<file path="src/rtl/port_io_bridge.sv">
// External-device bridge for the CPU InPort/OutPort: DEPTH-entry input FIFO and one-word output holding register.
// Latency: pushed word visible on InPortData the cycle after the push; ext_out_valid rises the cycle after OutPortIn.
// Backpressure: ext_in_ready drops when the FIFO is full; the output is never stalled, so an unacked overwrite sets overrun. Optional: IO_LOOPBACK_EN.
module port_io_bridge #(
    parameter int WIDTH = 32,
    parameter int DEPTH = 4
) (
    input  logic             clk,
    input  logic             clr,
    input  logic [WIDTH-1:0] ext_in_data,
    input  logic             ext_in_valid,
    output logic             ext_in_ready,
    input  logic             InPortIn,
    output logic [WIDTH-1:0] InPortData,
    output logic             in_empty,
    input  logic             OutPortIn,
    input  logic [WIDTH-1:0] BusMuxOut,
    output logic [WIDTH-1:0] ext_out_data,
    output logic             ext_out_valid,
    input  logic             ext_out_ack,
    output logic             out_busy,
    output logic             overrun
`ifdef IO_LOOPBACK_EN
    ,
    input  logic             loopback
`endif
);

    localparam int AW = (DEPTH > 1) ? $clog2(DEPTH) : 1;
    localparam int CW = AW + 1;
    localparam logic [CW-1:0] FULL_CNT = CW'(DEPTH);

    typedef enum logic {IDLE = 1'b0, PEND = 1'b1} state_t;

    logic [WIDTH-1:0] r_mem [DEPTH];
    logic [AW-1:0]    r_wptr;
    logic [AW-1:0]    r_rptr;
    logic [CW-1:0]    r_count;
    logic [WIDTH-1:0] r_out_dat;
    logic             r_overrun;
    state_t           r_state;
    state_t           w_state_nxt;

    logic             w_full;
    logic             w_empty;
    logic             w_push;
    logic             w_pop;
    logic [WIDTH-1:0] w_push_dat;
    logic             w_load;
    logic             w_ovr_set;

    assign w_full  = (r_count == FULL_CNT);
    assign w_empty = (r_count == '0);
    assign w_pop   = InPortIn && !w_empty;

    // Push source selection; loopback diverts OutPort writes into the input FIFO.
    always_comb begin
        ext_in_ready = !w_full;
        w_push       = ext_in_valid && !w_full;
        w_push_dat   = ext_in_data;
`ifdef IO_LOOPBACK_EN
        if (loopback) begin
            ext_in_ready = 1'b0;
            w_push       = OutPortIn && !w_full;
            w_push_dat   = BusMuxOut;
        end
`endif
    end

    always_ff @(posedge clk) begin
        if (w_push) begin
            r_mem[r_wptr] <= w_push_dat;
        end
    end

    always_ff @(posedge clk or posedge clr) begin
        if (clr) begin
            r_wptr  <= '0;
            r_rptr  <= '0;
            r_count <= '0;
        end else begin
            if (w_push) r_wptr <= r_wptr + 1'b1;
            if (w_pop)  r_rptr <= r_rptr + 1'b1;
            case ({w_push, w_pop})
                2'b10:   r_count <= r_count + 1'b1;
                2'b01:   r_count <= r_count - 1'b1;
                default: r_count <= r_count;
            endcase
        end
    end

    assign InPortData = w_empty ? '0 : r_mem[r_rptr];
    assign in_empty   = w_empty;

    always_ff @(posedge clk or posedge clr) begin
        if (clr) begin
            r_state <= IDLE;
        end else begin
            r_state <= w_state_nxt;
        end
    end

    always_comb begin
        w_state_nxt = r_state;
        case (r_state)
            IDLE:    if (OutPortIn) w_state_nxt = PEND;
            PEND:    if (!OutPortIn && ext_out_ack) w_state_nxt = IDLE;
            default: w_state_nxt = IDLE;
        endcase
`ifdef IO_LOOPBACK_EN
        if (loopback) w_state_nxt = IDLE;
`endif
    end

    always_comb begin
        ext_out_valid = (r_state == PEND);
        out_busy      = (r_state == PEND);
        w_load        = OutPortIn;
        w_ovr_set     = (r_state == PEND) && OutPortIn && !ext_out_ack;
`ifdef IO_LOOPBACK_EN
        if (loopback) w_ovr_set = OutPortIn && w_full;
`endif
    end

    always_ff @(posedge clk or posedge clr) begin
        if (clr) begin
            r_out_dat <= '0;
            r_overrun <= 1'b0;
        end else begin
            if (w_load)    r_out_dat <= BusMuxOut;
            if (w_ovr_set) r_overrun <= 1'b1;
        end
    end

    assign ext_out_data = r_out_dat;
    assign overrun      = r_overrun;

endmodule

</file>
<file path="config.mk">
export PLATFORM = sky130hd
export DESIGN_NAME = port_io_bridge
export DESIGN_NICKNAME = d
export VERILOG_FILES = /design/src/rtl/port_io_bridge.sv
export SDC_FILE = /design/constraint.sdc
export NUM_CORES = 1
export LEC_CHECK = 0
export ABC_CLOCK_PERIOD_IN_PS = 2000
export BUFFER_PORTS_ARGS = -buffer_cell sky130_fd_sc_hd__buf_4
export CAP_MARGIN = 20
export CORE_ASPECT_RATIO = 0.5
export CORE_MARGIN = 5
export CORE_UTILIZATION = 40
export CTS_CLUSTER_SIZE = 10
export DETAILED_ROUTE_END_ITERATION = 7
export GPL_TIMING_DRIVEN = 0
export PLACE_DENSITY = 0.61
export SKIP_LAST_GASP = 1
export SYNTH_ARGS = -nofsm -noshare
export SYNTH_HDL_FRONTEND = slang
export SYNTH_SLANG_ARGS = --single-unit
</file>
<file path="constraint.sdc">
create_clock -name clk -period 2 [get_ports clk]
set_clock_uncertainty 0.1 [all_clocks]
set_input_delay 0.5 -clock clk [delete_from_list [all_inputs] [get_ports clk]]
set_output_delay 0.5 -clock clk [all_outputs]
set_load 0.005 [all_outputs]
</file>
==> flow_metrics.env <==
export IMPL_status="finished, violations left"
export IMPL_cts_clk_slew_worst_paths_ps=70
export IMPL_setup_worst_path_class="reg2out"
export IMPL_critPathCaptureType="output pin"
export IMPL_yosysSeqAreaShare=0.7455
export IMPL_hold_class="in2reg"
export IMPL_fin_hold_ws_ps=177.1
export IMPL_route_vias_total=3401
export IMPL_critPathMaxFanout=8
export IMPL_rows=33
export IMPL_synth_nets=392
export IMPL_grt_max_degree=33
export IMPL_fmax_ghz=0.4039
export IMPL_port_buffers=137
export IMPL_max_cap_violations=0
export IMPL_yosysUniqueCellTypes=24
export IMPL_synth_warnings=0
export IMPL_violations="negative setup slack"
export IMPL_worstMarginPinSlew_ps=522.6
export IMPL_setup_slack_ps=-476.1
export IMPL_cp_required_ps=1400
export IMPL_start_kind="flip-flop"
export IMPL_die_w_um=190.7
export IMPL_synth_area_per_cell_um2=20.67
export IMPL_cts_made_buffers=17
export IMPL_dieArea_um2=19140
export IMPL_grt_pass1_wl_mm=19.96
export IMPL_area_delta_synth_final_pct=37.75
export IMPL_nNetsFinal=569
export IMPL_avgRoutedWirePerCell_um=17.40
export IMPL_place_ws_ps=-397.1
export IMPL_cts_buffer_depth=2
export IMPL_drt_first_pass_iters=4
export IMPL_routed_wl_mm=12.75
export IMPL_finalHoldViolCount=0
export IMPL_synth_area_leaders="edfxtp_1 59%, dfrtp_1 16%, mux4_2 11%"
export IMPL_ant_nets=0
export IMPL_cts_tree="done"
export IMPL_p_leak_nw=3.515
export IMPL_worstPathArrival_ps=1880
export IMPL_pin_count=139
export IMPL_slew_violations=0
export IMPL_ys_ff_latch=169
export IMPL_final_common_cell="buf_4"
export IMPL_cts_sinks=169
export IMPL_drc=0
export IMPL_powerDensity_nw_per_um2=1413
export IMPL_grt_use_total=0.1366
export IMPL_fin_cells=733
export IMPL_finalCritPeriodShare=1.238
export IMPL_initial_utilization=0.4036
export IMPL_rsz0062_at_grt="yes"
export IMPL_peakVddDrop_mv=0.6319
export IMPL_num_antenna_cells=0
export IMPL_overflow=0
export IMPL_yosysTopAreaCell="edfxtp_1"
export IMPL_min_period_ps=2476
export IMPL_cts_htree_levels=4
export IMPL_utilization=0.5560
export IMPL_grt_pass1_vias=3661
export IMPL_postSynthCellCount=316
export IMPL_die_h_um=100.4
export IMPL_drt_initial_drc_count=133
export IMPL_dp_hpwl_mm=7.908
export IMPL_antenna_found_initial=0
export IMPL_syn_area_um2=6533
export IMPL_clock_latency_ps=410
export IMPL_via_per_inst=4.640
export IMPL_synth_top_area_share=0.5884
export IMPL_setup_violations=36
export IMPL_layout_common_cells="135 x buf_4, 128 x edfxtp_1, 39 x dfrtp_1"
export IMPL_dp_cells=681
export IMPL_cts_root_buf="clkbuf_16"
export IMPL_fin_tns_setup_ps=-15500
export IMPL_drive_gt1_frac=0.5929
export IMPL_core_area_um2=16190
export IMPL_gp_congestion=0.6971
export IMPL_slew_headroom=0.6516
-- state kept, by name, indices dropped and copies added (netlist names) --
| name | flops |
|---|---|
| ext_out_data | 32 |
| ext_out_valid | 1 |
| overrun | 1 |
| r_count | 3 |
| r_mem | 128 |
| r_rptr | 2 |
| r_wptr | 2 |
-- stage by stage --
stage	power (W)	area (µm²)
after floorplan	0.006857	6548
after global placement	0.008448	7860
after detailed placement	0.008494	7880
after CTS	0.01205	8648
after global routing	0.01343	8999
final	0.01272	8999
-- cell type report --
cell class / instances / area, µm²
flip-flops and latches: 169 / 4872
inverters: 8 / 32.53
multi-input cells: 123 / 1699
plain buffers: 15 / 168.9
clock inverters: 14 / 161.4
well taps: 227 / 284.0
fillers: 1306 / 7187
repair buffers: 159 / 1351
clock buffers: 18 / 429.2
-- cell families (layout without fill, tap and decap cells) --
logic type,after synthesis,after routing,share of synthesized area
multiplexers,66,66,0.1693
adder cells (fa/ha/maj),6,6,0.01264
AO/OA/AOI/OAI,2,2,0.002491
XOR/XNOR,6,6,0.008044
AND/OR/NAND/NOR,43,43,0.04252
buffers and inverters,24,214,0.01954
flip-flops,169,169,0.7455
-- cell usage after synthesis --
master / number
edfxtp_1: 128
inv_1: 8
ha_1: 5
nor3_2: 1
and3_2: 4
nand2_1: 1
fa_1: 1
clkbuf_1: 5
a31o_2: 1
dfrtp_1: 41
mux2_2: 32
mux2_4: 1
and2_4: 1
nor2b_1: 33
buf_4: 2
mux4_2: 32
buf_2: 6
buf_6: 3
a21o_1: 1
mux2i_1: 1
xnor2_1: 2
nor2_1: 2
or3b_4: 1
xor2_1: 4
-- path summary, 6_finish.rpt --
path | cells past startpoint | endpoint | slack (ps) | startpoint
setup / recovery | 5 | InPortData[22] | -480 | r_rptr[0]$_DFFE_PP0P_
hold / removal | 1 | r_mem[2][17]$_DFFE_PP_ | 180 | ext_in_data[17]
setup reg to reg | 11 | r_count[2]$_DFFE_PP0P_ | -380 | r_count[1]$_DFFE_PP0P_
hold reg to reg | 1 | overrun$_DFFE_PP0P_ | 370 | overrun$_DFFE_PP0P_
max in group asynchronous | 4 | r_count[2]$_DFFE_PP0P_ | 830 | clr
min in group asynchronous | 3 | ext_out_data[11]$_DFFE_PP0P_ | 490 | clr
-- timing repair --
| item | CTS | global route |
|---|---|---|
| setup endpoints to repair | 38 | 132 |
| hold buffers | 1 | 0 |
| buffers inserted | 10 | 9 |
| gates resized for setup | 25 | 60 |
| pin swaps | 6 | 6 |
| cloned | 0 | 4 |
| hold endpoints to repair | 14 | 0 |
-- layer usage --
metal,part of all wire,GRT usage
met1,0.41,0.1668
met2,0.51,0.2306
met3,0.073,0.04830
met4,0.0085,0.04468
met5,0,0
-- critical path, stage by stage, from the launching register on --
cell       delay [ps]
dfrtp_1           380
buf_12            170
clkbuf_16         170
mux4_2            500
nor2b_4           140
buf_6             110
-- where the power goes --
| group | leakage, nW | internal [W] | total (W) | switching [W] |
|---|---|---|---|---|
| Sequential | 1.65 | 0.00451 | 0.00473 | 0.000223 |
| Combinational | 1.59 | 0.00291 | 0.00477 | 0.00186 |
| Clock | 0.280 | 0.00178 | 0.00321 | 0.00143 |
| Total | 3.51 | 0.00920 | 0.0127 | 0.00352 |
Note: power is estimated with default switching activity, not from simulation.
